[config.mk]
export PLATFORM = sky130hd
export DESIGN_NAME = sd_cmd_frame_parser
export DESIGN_NICKNAME = d
export VERILOG_FILES = /design/src/rtl/sd_cmd_frame_parser.sv
export SDC_FILE = /design/constraint.sdc
export NUM_CORES = 1
export LEC_CHECK = 0
export CELL_PAD_IN_SITES_DETAIL_PLACEMENT = 1
export CELL_PAD_IN_SITES_GLOBAL_PLACEMENT = 1
export CORE_UTILIZATION = 41
export DETAILED_ROUTE_END_ITERATION = 7
export PLACE_DENSITY = 0.8
export SLEW_MARGIN = 20
export SYNTH_ARGS = -nofsm -noshare
export SYNTH_HDL_FRONTEND = slang
export SYNTH_SLANG_ARGS = --single-unit
[constraint.sdc]
create_clock -name clk -period 3 [get_ports clk]
set_clock_uncertainty 0.15 [all_clocks]
set_input_delay 0.75 -clock clk [delete_from_list [all_inputs] [get_ports clk]]
set_output_delay 0.75 -clock clk [all_outputs]
set_load 0.05 [all_outputs]
[src/rtl/sd_cmd_frame_parser.sv]
`default_nettype none
// +---------------------------------------------------------------------------+
// | Module      : sd_cmd_frame_parser                                          |
// | Description : Assembles 6-byte SD-in-SPI command frames from the SPI byte  |
// |               stream, checks CRC7 and presents cmd index + argument.       |
// | Revision    : 1.0  initial release                                         |
// +---------------------------------------------------------------------------+
module sd_cmd_frame_parser #(
    parameter int CHECK_CRC   = 1,
    parameter int TIMEOUT_CYC = 4096
) (
    input  logic        clk,
    input  logic        rst,
    input  logic        rx_valid,
    input  logic [7:0]  rx_data,
    input  logic        ssel_n,
    output logic        cmd_valid,
    input  logic        cmd_ready,
    output logic [5:0]  cmd_index,
    output logic [31:0] cmd_arg,
    output logic        cmd_crc_ok,
    output logic        frame_abort,
    output logic        overrun
);

    localparam int             c_tmo_w    = $clog2(TIMEOUT_CYC + 1);
    localparam logic [c_tmo_w-1:0] c_tmo_last = c_tmo_w'(TIMEOUT_CYC - 1);

    typedef enum logic [1:0] {
        HUNT    = 2'd0,
        COLLECT = 2'd1,
        HOLD    = 2'd2
    } state_t;

    state_t               r_state, w_state;
    logic [2:0]           r_cnt, w_cnt;
    logic [6:0]           r_crc, w_crc;
    logic [c_tmo_w-1:0]   r_tmo, w_tmo;
    logic [5:0]           r_index, w_index;
    logic [31:0]          r_arg, w_arg;
    logic                 r_crc_ok, w_crc_ok;
    logic                 r_valid, w_valid;
    logic                 r_abort, w_abort;
    logic                 r_ovr, w_ovr;
    logic                 w_start;
    logic [6:0]           w_crc_first;
    logic [6:0]           w_crc_next;

    // CRC7 (x^7 + x^3 + 1), one byte processed MSB first
    function automatic logic [6:0] crc7_byte(input logic [6:0] crc, input logic [7:0] b);
        logic [6:0] c;
        logic       fb;
        c = crc;
        for (int i = 7; i >= 0; i--) begin
            fb = c[6] ^ b[i];
            c  = {c[5:3], c[2] ^ fb, c[1:0], fb};
        end
        return c;
    endfunction

    assign w_start     = (rx_data[7:6] == 2'b01);
    assign w_crc_first = crc7_byte(7'd0, rx_data);
    assign w_crc_next  = crc7_byte(r_crc, rx_data);

    always_comb begin
        w_state  = r_state;
        w_cnt    = r_cnt;
        w_crc    = r_crc;
        w_tmo    = r_tmo;
        w_index  = r_index;
        w_arg    = r_arg;
        w_crc_ok = r_crc_ok;
        w_valid  = r_valid;
        w_abort  = 1'b0;
        w_ovr    = 1'b0;
        case (r_state)
            HUNT: begin
                if (rx_valid && w_start && !ssel_n) begin
                    w_index = rx_data[5:0];
                    w_crc   = w_crc_first;
                    w_cnt   = 3'd1;
                    w_tmo   = '0;
                    w_state = COLLECT;
                end
            end
            COLLECT: begin
                // Deselection takes priority over a byte arriving in the same cycle
                if (ssel_n) begin
                    w_abort = 1'b1;
                    w_state = HUNT;
                    w_cnt   = 3'd0;
                    w_crc   = 7'd0;
                    w_tmo   = '0;
                end else if (rx_valid) begin
                    w_tmo = '0;
                    if (r_cnt == 3'd5) begin
                        w_crc_ok = (CHECK_CRC != 0) ? ((rx_data[7:1] == r_crc) && rx_data[0]) : 1'b1;
                        w_valid  = 1'b1;
                        w_state  = HOLD;
                        w_cnt    = 3'd0;
                        w_crc    = 7'd0;
                    end else begin
                        w_arg = {r_arg[23:0], rx_data};
                        w_crc = w_crc_next;
                        w_cnt = r_cnt + 3'd1;
                    end
                end else if (r_tmo == c_tmo_last) begin
                    w_abort = 1'b1;
                    w_state = HUNT;
                    w_cnt   = 3'd0;
                    w_crc   = 7'd0;
                    w_tmo   = '0;
                end else begin
                    w_tmo = r_tmo + 1'b1;
                end
            end
            HOLD: begin
                // Completed frame is kept regardless of ssel_n; incoming bytes are dropped
                if (rx_valid && w_start) begin
                    w_ovr = 1'b1;
                end
                if (cmd_ready) begin
                    w_valid = 1'b0;
                    w_state = HUNT;
                end
            end
            default: begin
                w_state = HUNT;
            end
        endcase
    end

    always_ff @(posedge clk or negedge rst) begin
        if (!rst) begin
            r_state  <= HUNT;
            r_cnt    <= 3'd0;
            r_crc    <= 7'd0;
            r_tmo    <= '0;
            r_index  <= 6'd0;
            r_arg    <= 32'd0;
            r_crc_ok <= 1'b0;
            r_valid  <= 1'b0;
            r_abort  <= 1'b0;
            r_ovr    <= 1'b0;
        end else begin
            r_state  <= w_state;
            r_cnt    <= w_cnt;
            r_crc    <= w_crc;
            r_tmo    <= w_tmo;
            r_index  <= w_index;
            r_arg    <= w_arg;
            r_crc_ok <= w_crc_ok;
            r_valid  <= w_valid;
            r_abort  <= w_abort;
            r_ovr    <= w_ovr;
        end
    end

    assign cmd_valid   = r_valid;
    assign cmd_index   = r_index;
    assign cmd_arg     = r_arg;
    assign cmd_crc_ok  = r_crc_ok;
    assign frame_abort = r_abort;
    assign overrun     = r_ovr;

endmodule
`default_nettype wire

==> results.json, run 1 <==
{
  "outcome": "complete, no violations",
  "wl_um": 8370,
  "dpl.hpwl_um": 6010,
  "synth_common_cells": "106 x nand2_1, 67 x dfrtp_1, 15 x xnor2_1",
  "final_area_mm2": 0.00418,
  "critPathSlowestCell": "clkdlybuf4s50_1",
  "slew_headroom_pct": 63.9,
  "utilization_pct": 56.4,
  "synth-seq-cells": 67,
  "io_buffers": 54,
  "post_cts_buffers": 0,
  "synthesis.area_mm2": 0.00322,
  "clk_pin_slew_ns": 0.08,
  "synth_most_common_cell": "nand2_1",
  "tns_ns": 0,
  "finalCriticalPeriod_ns": 2.51,
  "die_w_um": 90.6,
  "drt_iter0_drc": 84,
  "synth_async_sr_flop_share_pct": 100,
  "yosys.area.top_type": "dfrtp_1",
  "crit_chain": "clkdlybuf4s50_1 -> nand4bb_1 -> a21o_1 -> or4_1 -> a21oi_1",
  "arrival_ns": 2.64,
  "cts_made_buffers": 9,
  "grt_usage_pct": 22.0,
  "vias": 2651,
  "start_util_pct": 43.5,
  "synthTopCellsByArea": "dfrtp_1 52%, nand2_1 12%, mux2_2 4.2%",
  "clk_path_buf_depth": 2,
  "synth_top_family_by_area": "simple AND/OR/NAND/NOR gates",
  "rsz0062_at_grt": "no",
  "pwr-share-comb_pct": 36.8,
  "ant_nets": 0,
  "via_per_inst": 5.33,
  "maxCapViolations": 0,
  "clkLatencyLatePin_ns": 0.35,
  "placed_area_mm2": 0.00398,
  "cts-resized-gates": 0,
  "die-area_mm2": 0.00821,
  "htreeDepth": 3,
  "synthesis.nets": 337,
  "max_freq_mhz": 398,
  "cts_hold_buf": 0,
  "root_buffer": "clkbuf_8",
  "drc_errors": 0,
  "synthCells": 323,
  "critPathMaxFanout": 9,
  "powerDensity_mw_per_mm2": 739,
  "p_int_mw": 1.93,
  "cp-end-kind": "register",
  "synthToLayoutAreaGrowth_pct": 29.8,
  "ys_warn_count": 0,
  "firstDrtPassIters": 4,
  "yosysTopAreaCellShare_pct": 52.1,
  "place_congestion": 0.802,
  "synth-compound-area-share_pct": 11.1,
  "p_sw_share_pct": 37.6,
  "fin_crit_sh_pct": 83.8,
  "synth_edf_count": 0,
  "synth-adder-area-share_pct": 0.389,
  "finalSetupViolations": 0,
  "crit_buf_inv": 1,
  "clock_sinks": 67,
  "p_seq_share_pct": 38.1,
  "required_ns": 3.13,
  "p_sw_mw": 1.16,
  "synth_ff_type": "dfrtp_1",
  "dieHeight_um": 90.6,
  "start_kind": "primary input",
  "insertedDiodeCount": 0,
  "core_area_mm2": 0.00741,
  "tightest_slew_ns": 0.541,
  "drv_slew": 0,
  "row_count": 31,
  "avgSynthCellArea_um2": 9.97,
  "grt_overflow": 0,
  "synth.distinct_cells": 47,
  "grt_max_degree": 42,
  "wl_per_cell_um": 16.8,
  "leakage_nw": 1.92,
  "ios": 55,
  "vdd_drop_max_mv": 0.390,
  "final_hold_viol_count": 0,
  "grt_pass1_vias": 2716,
  "antenna_found_initial": 0,
  "crit_family": "simple AND/OR/NAND/NOR gates",
  "drive_above_1_share_pct": 14.3,
  "cts_tree": "yes",
  "synthMuxAreaShare_pct": 4.51,
  "hold_path.class": "primary input to asynchronous set/reset pin",
  "path_class": "primary input to register",
  "synth_xor_area_share_pct": 8.20,
  "cp_slowest_stage_delay_ns": 0.69,
  "seq_area_frac_synth_pct": 52.1,
  "grt_pass1_wl_um": 14100,
  "synthSimpleGateAreaFrac_pct": 21.0,
  "p_clk_share_pct": 25.0,
  "nets": 407
}
power by group through the flow:
stage	sequential (mW)	combinational, mW	clock (mW)
after floorplan	1.54	0.388	0
after global placement	1.19	1.11	0
after detailed placement	1.20	1.14	0
after CTS	1.18	1.14	0.790
after global routing	1.20	1.20	0.825
final	1.18	1.14	0.774
cell usage in the layout (no fill, tap or decap), drive strengths merged, types with 5 or more instances in the layout:
| cell | instances |
|---|---|
| dfrtp | 67 |
| clkdlybuf4s50 | 53 |
| nor3 | 5 |
| nand3 | 6 |
| nand2 | 106 |
| inv | 8 |
| mux2 | 12 |
| o31ai | 6 |
| a22o | 7 |
| nor2 | 5 |
| xnor2 | 16 |
| a21oi | 8 |
| o21ai | 9 |
| clkbuf | 10 |
| buf | 21 |
layer usage:
layer  vias up  global-route usage (%)  wire length (um)
met3         9                    3.96               263
met1      1332                    31.0              3960
li1       1250                       -                 -
met4         0                    7.80               117
met2        60                    34.1              4030
met5         -                       0                 0
worst paths after layout:
path | to | startpoint | slack [ns] | cells after the start
setup / recovery | r_tmo[9] | rx_data[6] | 0.49 | 5
max in group asynchronous | r_tmo[0] | rst | 1.97 | 2
min in group clk | cmd_arg[28] | cmd_arg[28] | 0.32 | 2
setup reg to reg | r_crc[2] | r_tmo[0] | 0.69 | 5
hold reg to reg | cmd_arg[28] | cmd_arg[28] | 0.32 | 2
hold / removal | cmd_arg[31] | rst | 0.02 | 1
sequential cells by signal, summed over array words and instances (netlist names):
signal	flops
cmd_arg	32
cmd_crc_ok	1
cmd_index	6
cmd_valid	1
frame_abort	1
overrun	1
r_cnt	3
r_crc	7
r_state	2
r_tmo	13
per-stage QoR:
step	instances	power (mW)	hold slack, ns	setup WS [ns]
6_report	497	3.09	0.0207	0.487
5_1_grt	497	3.22	0.00541	0.397
4_1_cts	497	3.12	0.00479	0.494
3_5_place_dp	481	2.34	0.312	0.133
3_3_place_gp	481	2.30	0.307	0.227
2_1_floorplan	323	1.93	0.304	0.636
worst register-to-register path: cells and delay by family, from the launching register on:
| family | cells | cell delay, ns |
|---|---|---|
| multiplexers | 1 | 0.37 |
| adder cells (fa/ha/maj) | 1 | 0.25 |
| AND/OR/NAND/NOR | 2 | 0.80 |
| AO/OA/AOI/OAI | 1 | 0.24 |
| flip-flops | 1 | 0.40 |
kinds of logic after synthesis:
kind of cell | count (synthesis)
XOR/XNOR | 23
flip-flops | 67
buffers and inverters | 23
AO/OA/AOI/OAI | 50
AND/OR/NAND/NOR | 146
multiplexers | 13
adder cells (fa/ha/maj) | 1
layout make-up:
cell class,count,area [um2]
fill,814,3230
sequential,67,1680
multi-input combinational,233,1460
timing repair buffer,74,686
clock buffer,10,138
tap,99,124
clock inverter,6,65.1
inverter,8,30.0
No activity file was read; power rests on OpenSTA's default activity.
==> run 2: changes to the inputs <==
--- a/config.mk
+++ b/config.mk
@@ -7,9 +7,9 @@
 export LEC_CHECK = 0
 export CELL_PAD_IN_SITES_DETAIL_PLACEMENT = 1
 export CELL_PAD_IN_SITES_GLOBAL_PLACEMENT = 1
-export CORE_UTILIZATION = 41
+export CORE_UTILIZATION = 37
 export DETAILED_ROUTE_END_ITERATION = 7
-export PLACE_DENSITY = 0.8
+export PLACE_DENSITY = 0.76
 export SLEW_MARGIN = 20
 export SYNTH_ARGS = -nofsm -noshare
 export SYNTH_HDL_FRONTEND = slang
==> constraint.sdc (replaced) <==
create_clock -name clk -period 2.2 [get_ports clk]
set_clock_uncertainty 0.15 [all_clocks]
set_input_delay 0.55 -clock clk [delete_from_list [all_inputs] [get_ports clk]]
set_output_delay 0.55 -clock clk [all_outputs]
set_load 0.05 [all_outputs]
==> run 2 against run 1 <==
  * Cell area is 5.2% higher
  * Sequential power is 36% higher
  * Hold slack better by 0.058 ns
  * Power is 38% higher
  * Wire length is 12% higher
  * Critical endpoint is now r_crc[4]
  * Largest power group is now combinational logic
==> results.json, run 2 (same netlist as run 1, synthesis figures left out) <==
{
  "io_buffers": 54,
  "tns_ns": 0,
  "place_inst": 522,
  "critPathMaxFanout": 4,
  "dpl.hpwl_um": 6810,
  "start_util_pct": 38.8,
  "core_area_mm2": 0.00830,
  "crit_chain": "clkdlybuf4s50_1 -> buf_4 -> buf_4 -> nand4bb_1 -> buf_4 -> a21oi_2 -> buf_4 -> a22o_1 -> mux2_2",
  "tightest_slew_ns": 0.523,
  "cp_slowest_stage_delay_ns": 0.44,
  "ios": 55,
  "pwr-share-comb_pct": 38.7,
  "placed_area_mm2": 0.00417,
  "grt_max_degree": 37,
  "path_class": "primary input to register",
  "wl_um": 9350,
  "required_ns": 2.28,
  "place_congestion": 0.820,
  "slew_headroom_pct": 65.3,
  "final_area_mm2": 0.00439,
  "drt_iter0_drc": 84,
  "drv_slew": 0,
  "max_freq_mhz": 466,
  "grt_overflow": 0,
  "clk_pin_slew_ns": 0.08,
  "p_clk_share_pct": 23.7,
  "htreeDepth": 3,
  "dieHeight_um": 95.3,
  "layout.cells.most_common": "nand2_1",
  "cts_made_buffers": 9,
  "cts_tree": "yes",
  "powerDensity_mw_per_mm2": 973,
  "p_int_mw": 2.65,
  "grt_pass1_vias": 2930,
  "synthToLayoutAreaGrowth_pct": 36.5,
  "insertedDiodeCount": 0,
  "finalCriticalPeriod_ns": 2.15,
  "utilization_pct": 52.9,
  "hold_path.class": "primary input to asynchronous set/reset pin",
  "nets": 443,
  "clkLatencyLatePin_ns": 0.35,
  "maxCapViolations": 0,
  "root_buffer": "clkbuf_8",
  "largest_register_ffs": 32,
  "clk_path_buf_depth": 2,
  "start_kind": "primary input",
  "layout_setup_ws_ns": 0.0526,
  "stdcell_count": 539,
  "vias": 2811,
  "rsz0062_at_grt": "yes",
  "vdd_drop_max_mv": 0.365,
  "ff2ff_setup_slack_ns": 0.06,
  "drive_above_1_share_pct": 29.7,
  "fillers": 943,
  "firstDrtPassIters": 6,
  "ff2ff_path_depth": 5,
  "grt_pass1_wl_um": 15100,
  "finalSetupViolations": 0,
  "p_sw_mw": 1.63,
  "outcome": "complete, no violations",
  "ant_nets": 0,
  "clock_sinks": 67,
  "final_hold_viol_count": 0,
  "wl_per_cell_um": 17.3,
  "via_per_inst": 5.22,
  "cp-end-kind": "register",
  "layout_common_cells": "106 x nand2_1, 86 x buf_4, 67 x dfrtp_1",
  "critPathSlowestCell": "clkdlybuf4s50_1",
  "arrival_ns": 2.23,
  "dp_slack_ns": -0.311,
  "p_seq_share_pct": 37.6,
  "crit_path_frequent_cell": "buf_4",
  "cts_hold_buf": 0,
  "p_sw_share_pct": 38.1,
  "die-area_mm2": 0.00908,
  "antenna_found_initial": 0,
  "fin_crit_sh_pct": 97.6,
  "die_w_um": 95.3,
  "grt_usage_pct": 22.3,
  "row_count": 33,
  "leakage_nw": 2.20,
  "drc_errors": 0
}
## run 2: cell type report
type                       instances  area [um2]  share of cell area [%]
sequential                        67        1680                    38.2
multi-input combinational        233        1490                    34.0
timing repair buffer             110         868                    19.8
tap                              105         131                    2.99
clock buffer                      10         128                    2.91
clock inverter                     6        66.3                    1.51
inverter                           8        30.0                   0.684
## run 2: power by group through the flow
| stage | sequential [mW] | combinational [mW] | clock (mW) |
|---|---|---|---|
| floorplan | 2.10 | 0.529 | 0 |
| global placement | 1.62 | 1.60 | 0 |
| detailed placement | 1.63 | 1.64 | 0 |
| CTS | 1.61 | 1.65 | 1.04 |
| global route | 1.64 | 1.76 | 1.09 |
| finish | 1.61 | 1.65 | 1.01 |
## run 2: worst paths after layout
| kind | start | to |
|---|---|---|
| worst max-delay path | rx_valid | r_crc[4] |
| max in group asynchronous | rst | r_crc[2] |
| worst max register to register | r_tmo[0] | r_crc[4] |
| worst min-delay path | rst | r_state[1] |
| min in group clk | cmd_arg[24] | cmd_arg[24] |
| worst min register to register | cmd_arg[24] | cmd_arg[24] |
## run 2: repair_timing
action	CTS	global route
pin swaps	0	1
gates resized for setup	11	8
setup buffers	0	1
endpoints found under the setup margin	11	33
## run 2: critical path, delay by kind of cell
| family | cells | cell delay [ns] |
|---|---|---|
| AOI/OAI and AO/OA | 2 | 0.23 |
| buffers and inverters | 5 | 1.03 |
| muxes | 1 | 0.27 |
| and+or+nand+nor | 1 | 0.15 |
## run 2: through the flow
| stage | hold slack, ns | power, mW |
|---|---|---|
| floorplan | 0.104 | 2.63 |
| global placement | 0.307 | 3.21 |
| detailed placement | 0.321 | 3.28 |
| CTS | 0.0903 | 4.30 |
| global route | 0.107 | 4.48 |
| finish | 0.0785 | 4.28 |
## run 2: routing by layer
metal | wire (um) | GRT usage [%] | up-vias
li1 | - | - | 1327
met2 | 4820 | 38.7 | 59
met4 | 164 | 7.83 | 0
met3 | 341 | 4.15 | 15
met1 | 4020 | 27.6 | 1410
met5 | 0 | 0 | -
==> run 3: changes to the inputs <==
--- a/config.mk
+++ b/config.mk
@@ -7,6 +7,7 @@
 export LEC_CHECK = 0
 export CELL_PAD_IN_SITES_DETAIL_PLACEMENT = 1
 export CELL_PAD_IN_SITES_GLOBAL_PLACEMENT = 1
+export CORE_MARGIN = 1
 export CORE_UTILIZATION = 37
 export DETAILED_ROUTE_END_ITERATION = 7
 export PLACE_DENSITY = 0.76
==> results of run 3 <==
The final DEF is identical to that of run 2; final timing and power are the same.
==> variant 1 (config.mk and constraints of run 2) <==
The output `overrun` loses its register stage (`r_ovr` becomes a continuous assignment).
--- a/src/rtl/sd_cmd_frame_parser.sv
+++ b/src/rtl/sd_cmd_frame_parser.sv
@@ -141,7 +141,6 @@
             r_crc_ok <= 1'b0;
             r_valid  <= 1'b0;
             r_abort  <= 1'b0;
-            r_ovr    <= 1'b0;
         end else begin
             r_state  <= w_state;
             r_cnt    <= w_cnt;
@@ -152,9 +151,10 @@
             r_crc_ok <= w_crc_ok;
             r_valid  <= w_valid;
             r_abort  <= w_abort;
-            r_ovr    <= w_ovr;
         end
     end
+
+    assign r_ovr = w_ovr;
 
     assign cmd_valid   = r_valid;
     assign cmd_index   = r_index;
Formal check against the unedited RTL: not equivalent (Yosys sat finds a counterexample within 10 cycles, from zero or initial values and one cycle with rst low).
==> variant 1 against run 2 <==
- synthesized cell count decreased by 0.31%
- power up 2.3%
- wire length down 0.87%
- setup slack worse by 0.034 ns
- sequential cell count down 1
- non-clock buffer count grew 3
- synthesized area shrank 0.78%
- die area down 0.76%
- cell area up 2.6%
- critical path depth fell by 3
- critical path type unchanged
==> variant 1: results (changes against run 2) <==
* Status: finished clean
* Worst reg2reg path depth at 6 (+1)
* Leak at 2.29 nW (+4.5%)
* Avg Synthesized Cell Area at 9.92 sq um (-0.47%)
* Vias in the first global route at 2,981 (+1.7%)
* Switching share of power at 0.370 (-0.0110)
* Global-route wire length before repair at 15,100 um (-0.32%)
* HPWL after DPL at 6560 um (-3.7%)
* Commonest cells post-synth: nand2_1 (106), dfrtp_1 (66), xnor2_1 (15)
* Layout cells sized above 1 at 0.317 (+0.0193)
* Worst-case vdd ir drop at 382 uV (+4.7%)
* Drt wl/cell at 17.1 um (-1.2%)
* Total Wirelength at 9270 um (-0.87%)
* Max-slew headroom at 0.667 (+0.0138)
* Met1 wire length at 4060 um (+0.82%)
* Mapped Nets at 336 (-0.30%)
* Total GRT Usage at 0.222 (-0.00102)
* Dpl ws at -0.365 ns (-0.0534 ns)
* Vias per std cell at 5.18 (-0.69%)
* Placed Cells at 519 (-0.57%)
* GPL Wtd Cong at 0.829 (+1.1%)
* Net Switching at 0.00162 W (-0.63%)
* Post-DP Area at 4180 sq um (+0.24%)
* GR Util met1 at 0.270 (-0.00626)
* GR Util met2 at 0.393 (+0.00638)
* GR Layer Usage met3 at 0.0386 (-0.00282)
## variant 1: cell type report
class	count	area (sq um)	area share
multi-input combinational	233	1530	0.340
clock inverter	7	93.8	0.0208
inverter	8	30.0	0.00666
clock buffer	9	124	0.0275
sequential	66	1650	0.367
timing repair buffer	113	946	0.210
tap	105	131	0.0291
## variant 1: cell families (layout without fill, tap and decap cells)
kind of cell | after synthesis | count (layout) | synth area share
AO/OA/AOI/OAI | 50 | 50 | 0.112
XOR/XNOR | 23 | 23 | 0.0827
adder cells (fa/ha/maj) | 1 | 1 | 0.00392
buffers and inverters | 23 | 137 | 0.0274
flip-flops | 66 | 66 | 0.517
multiplexers | 13 | 13 | 0.0454
AND/OR/NAND/NOR | 146 | 146 | 0.212
## variant 1: critical path, stage by stage
cell and delay (ns):
clkdlybuf4s50_1 0.44, or4b_4 0.56, buf_4 0.17, nor4b_2 0.28, a32oi_1 0.19, o21ai_0 0.10
## variant 1: path summary, 6_finish.rpt
kind                                               from                       to  slack, ns
worst max register to register     r_tmo[1]$_DFFE_PN0P_     r_cnt[0]$_DFFE_PN0P_       0.04
worst min-delay path                                rst  cmd_arg[31]$_DFFE_PN0P_       0.06
max in group asynchronous                           rst   r_state[0]$_DFFE_PN0P_       1.53
min in group clk                cmd_arg[29]$_DFFE_PN0P_  cmd_arg[29]$_DFFE_PN0P_       0.33
worst min register to register  cmd_arg[29]$_DFFE_PN0P_  cmd_arg[29]$_DFFE_PN0P_       0.33
worst max-delay path                             ssel_n    r_tmo[11]$_DFFE_PN0P_       0.02
## variant 1: what timing repair did
item | 4_1_cts | 5_1_grt
pin swaps | 1 | 4
endpoints found under the setup margin | 8 | 20
hold endpoints to repair | 0 | 0
setup buffers | 1 | 5
gates resized for setup | 16 | 15
hold buffers | 0 | 0
==> variant 2 (config.mk and constraints of run 2) <==
Made on the original files. `TIMEOUT_CYC`: 4096 -> 8192.
--- a/src/rtl/sd_cmd_frame_parser.sv
+++ b/src/rtl/sd_cmd_frame_parser.sv
@@ -7,7 +7,7 @@
 // +---------------------------------------------------------------------------+
 module sd_cmd_frame_parser #(
     parameter int CHECK_CRC   = 1,
-    parameter int TIMEOUT_CYC = 4096
+    parameter int TIMEOUT_CYC = 8192
 ) (
     input  logic        clk,
     input  logic        rst,
Check against the original RTL: same outputs for any inputs over 4 cycles, from zero or initial values and one cycle with rst low; that may be too few to reach the edited logic, so the function may still have changed.
==> variant 2 against run 2 <==
- synthesized area grew 3.5%
- core utilization decreased by 2.3 points
- critical path type is now reg2reg
- sequential cell count rose by 1
- power rose by 3.5%
- setup slack better by 0.015 ns
- largest cell class unchanged
- largest power group is now registers
- clock power increased by 13%
- cell area up 0.57%
- wire length is 5.6% lower
==> variant 2: results (changes against run 2) <==
* Mux share of post-synthesis cell area at 0.0417 (-0.00339)
* GPL Wtd Cong at 0.809 (-1.4%)
* Synth area leaders: dfrtp_1 (51%), nand2_1 (12%), xnor2_1 (4.5%)
* Iteration-0 DRC Markers at 150 (+79%)
* Max stage delay cell, worst path: o41a_4
* Placed Cells at 520 (-0.38%)
* Vias at 2,765 (-1.6%)
* Layout cells sized above 1 at 0.268 (-0.0292)
* Register area share after synthesis at 0.511 (-0.00990)
* Worst-case vdd ir drop at 374 uV (+2.6%)
* Inverters excl. clock at 7 (-1)
* Final-layout non-clock buffer area share at 0.184 (-0.0133)
* First-pass DRT Iterations at 4 (-2)
* Setup WS post-layout at 0.0674 ns (+0.0149 ns)
* Cts repair resizes at 12 (+1)
* # fillers at 997 (+5.7%)
* Drt wl/cell at 16.4 um (-5.3%)
* Final core occ at 0.507 (-0.0227)
* Distinct cells, synth at 49 (+4.3%)
* Synth Area in Compound Gates at 0.104 (-0.00672)
* Total GRT Usage at 0.198 (-0.0249)
* Multi-input combinational cell area at 1530 sq um (+2.2%)
* CP Data Arrival Time at 2.20 ns (-0.03 ns)
* Cell family with most CP delay: compound AO/OA/AOI/OAI gates
* Largest net degree at the start of global routing at 69 (+86%)
* Worst Hold Slack at 0.0443 ns (-0.0343 ns)
* Layout clock area frac at 0.0487 (+0.00456)
* Status: finished clean
* Startpoint types: register
* Mapped Nets at 347 (+3.0%)
* Dpl ws at -0.321 ns (-0.00928 ns)
* Leak at 2.23 nW (+1.4%)
* Avg Synthesized Cell Area at 10.0 sq um (+0.35%)
* Max FO, Critical Path at 5 (+1)
* Global-route wire length before repair at 14,800 um (-2.1%)
* Buffers excl. clock at 98 (-11%)
-- variant 2: changes by cell type in the layout (fill, tap and decap cells not counted), sizes merged, moves of 4 or more --
cell / run 2 / this run
buf: 88 / 76
a31oi: 2 / 9
a21oi: 8 / 14
nand2: 106 / 110
o31ai: 6 / 2
-- variant 2: cells by family (layout without fill, tap and decap cells) --
family                   count (synthesis)  count (layout)
buffers and inverters                   25             121
multiplexers                            11              11
AND/OR/NAND/NOR                        152             152
adder cells (fa/ha/maj)                  1               1
XOR/XNOR                                24              24
flip-flops                              68              68
AO/OA/AOI/OAI                           52              52
-- variant 2: power by group --
part	total [W]	leakage (nW)	switching, W	internal [W]
Combinational	0.00162	1.22	0.000948	0.000673
Sequential	0.00167	0.899	0.000194	0.00147
Clock	0.00114	0.111	0.000495	0.000641
-- variant 2: layer usage --
layer  global-route usage  wire (um)  up-vias
li1                     -          -     1320
met1                0.265       4080     1384
met2                0.327       4380       51
met3               0.0275        236       10
met4               0.0735        125        0
met5                    0          0        -
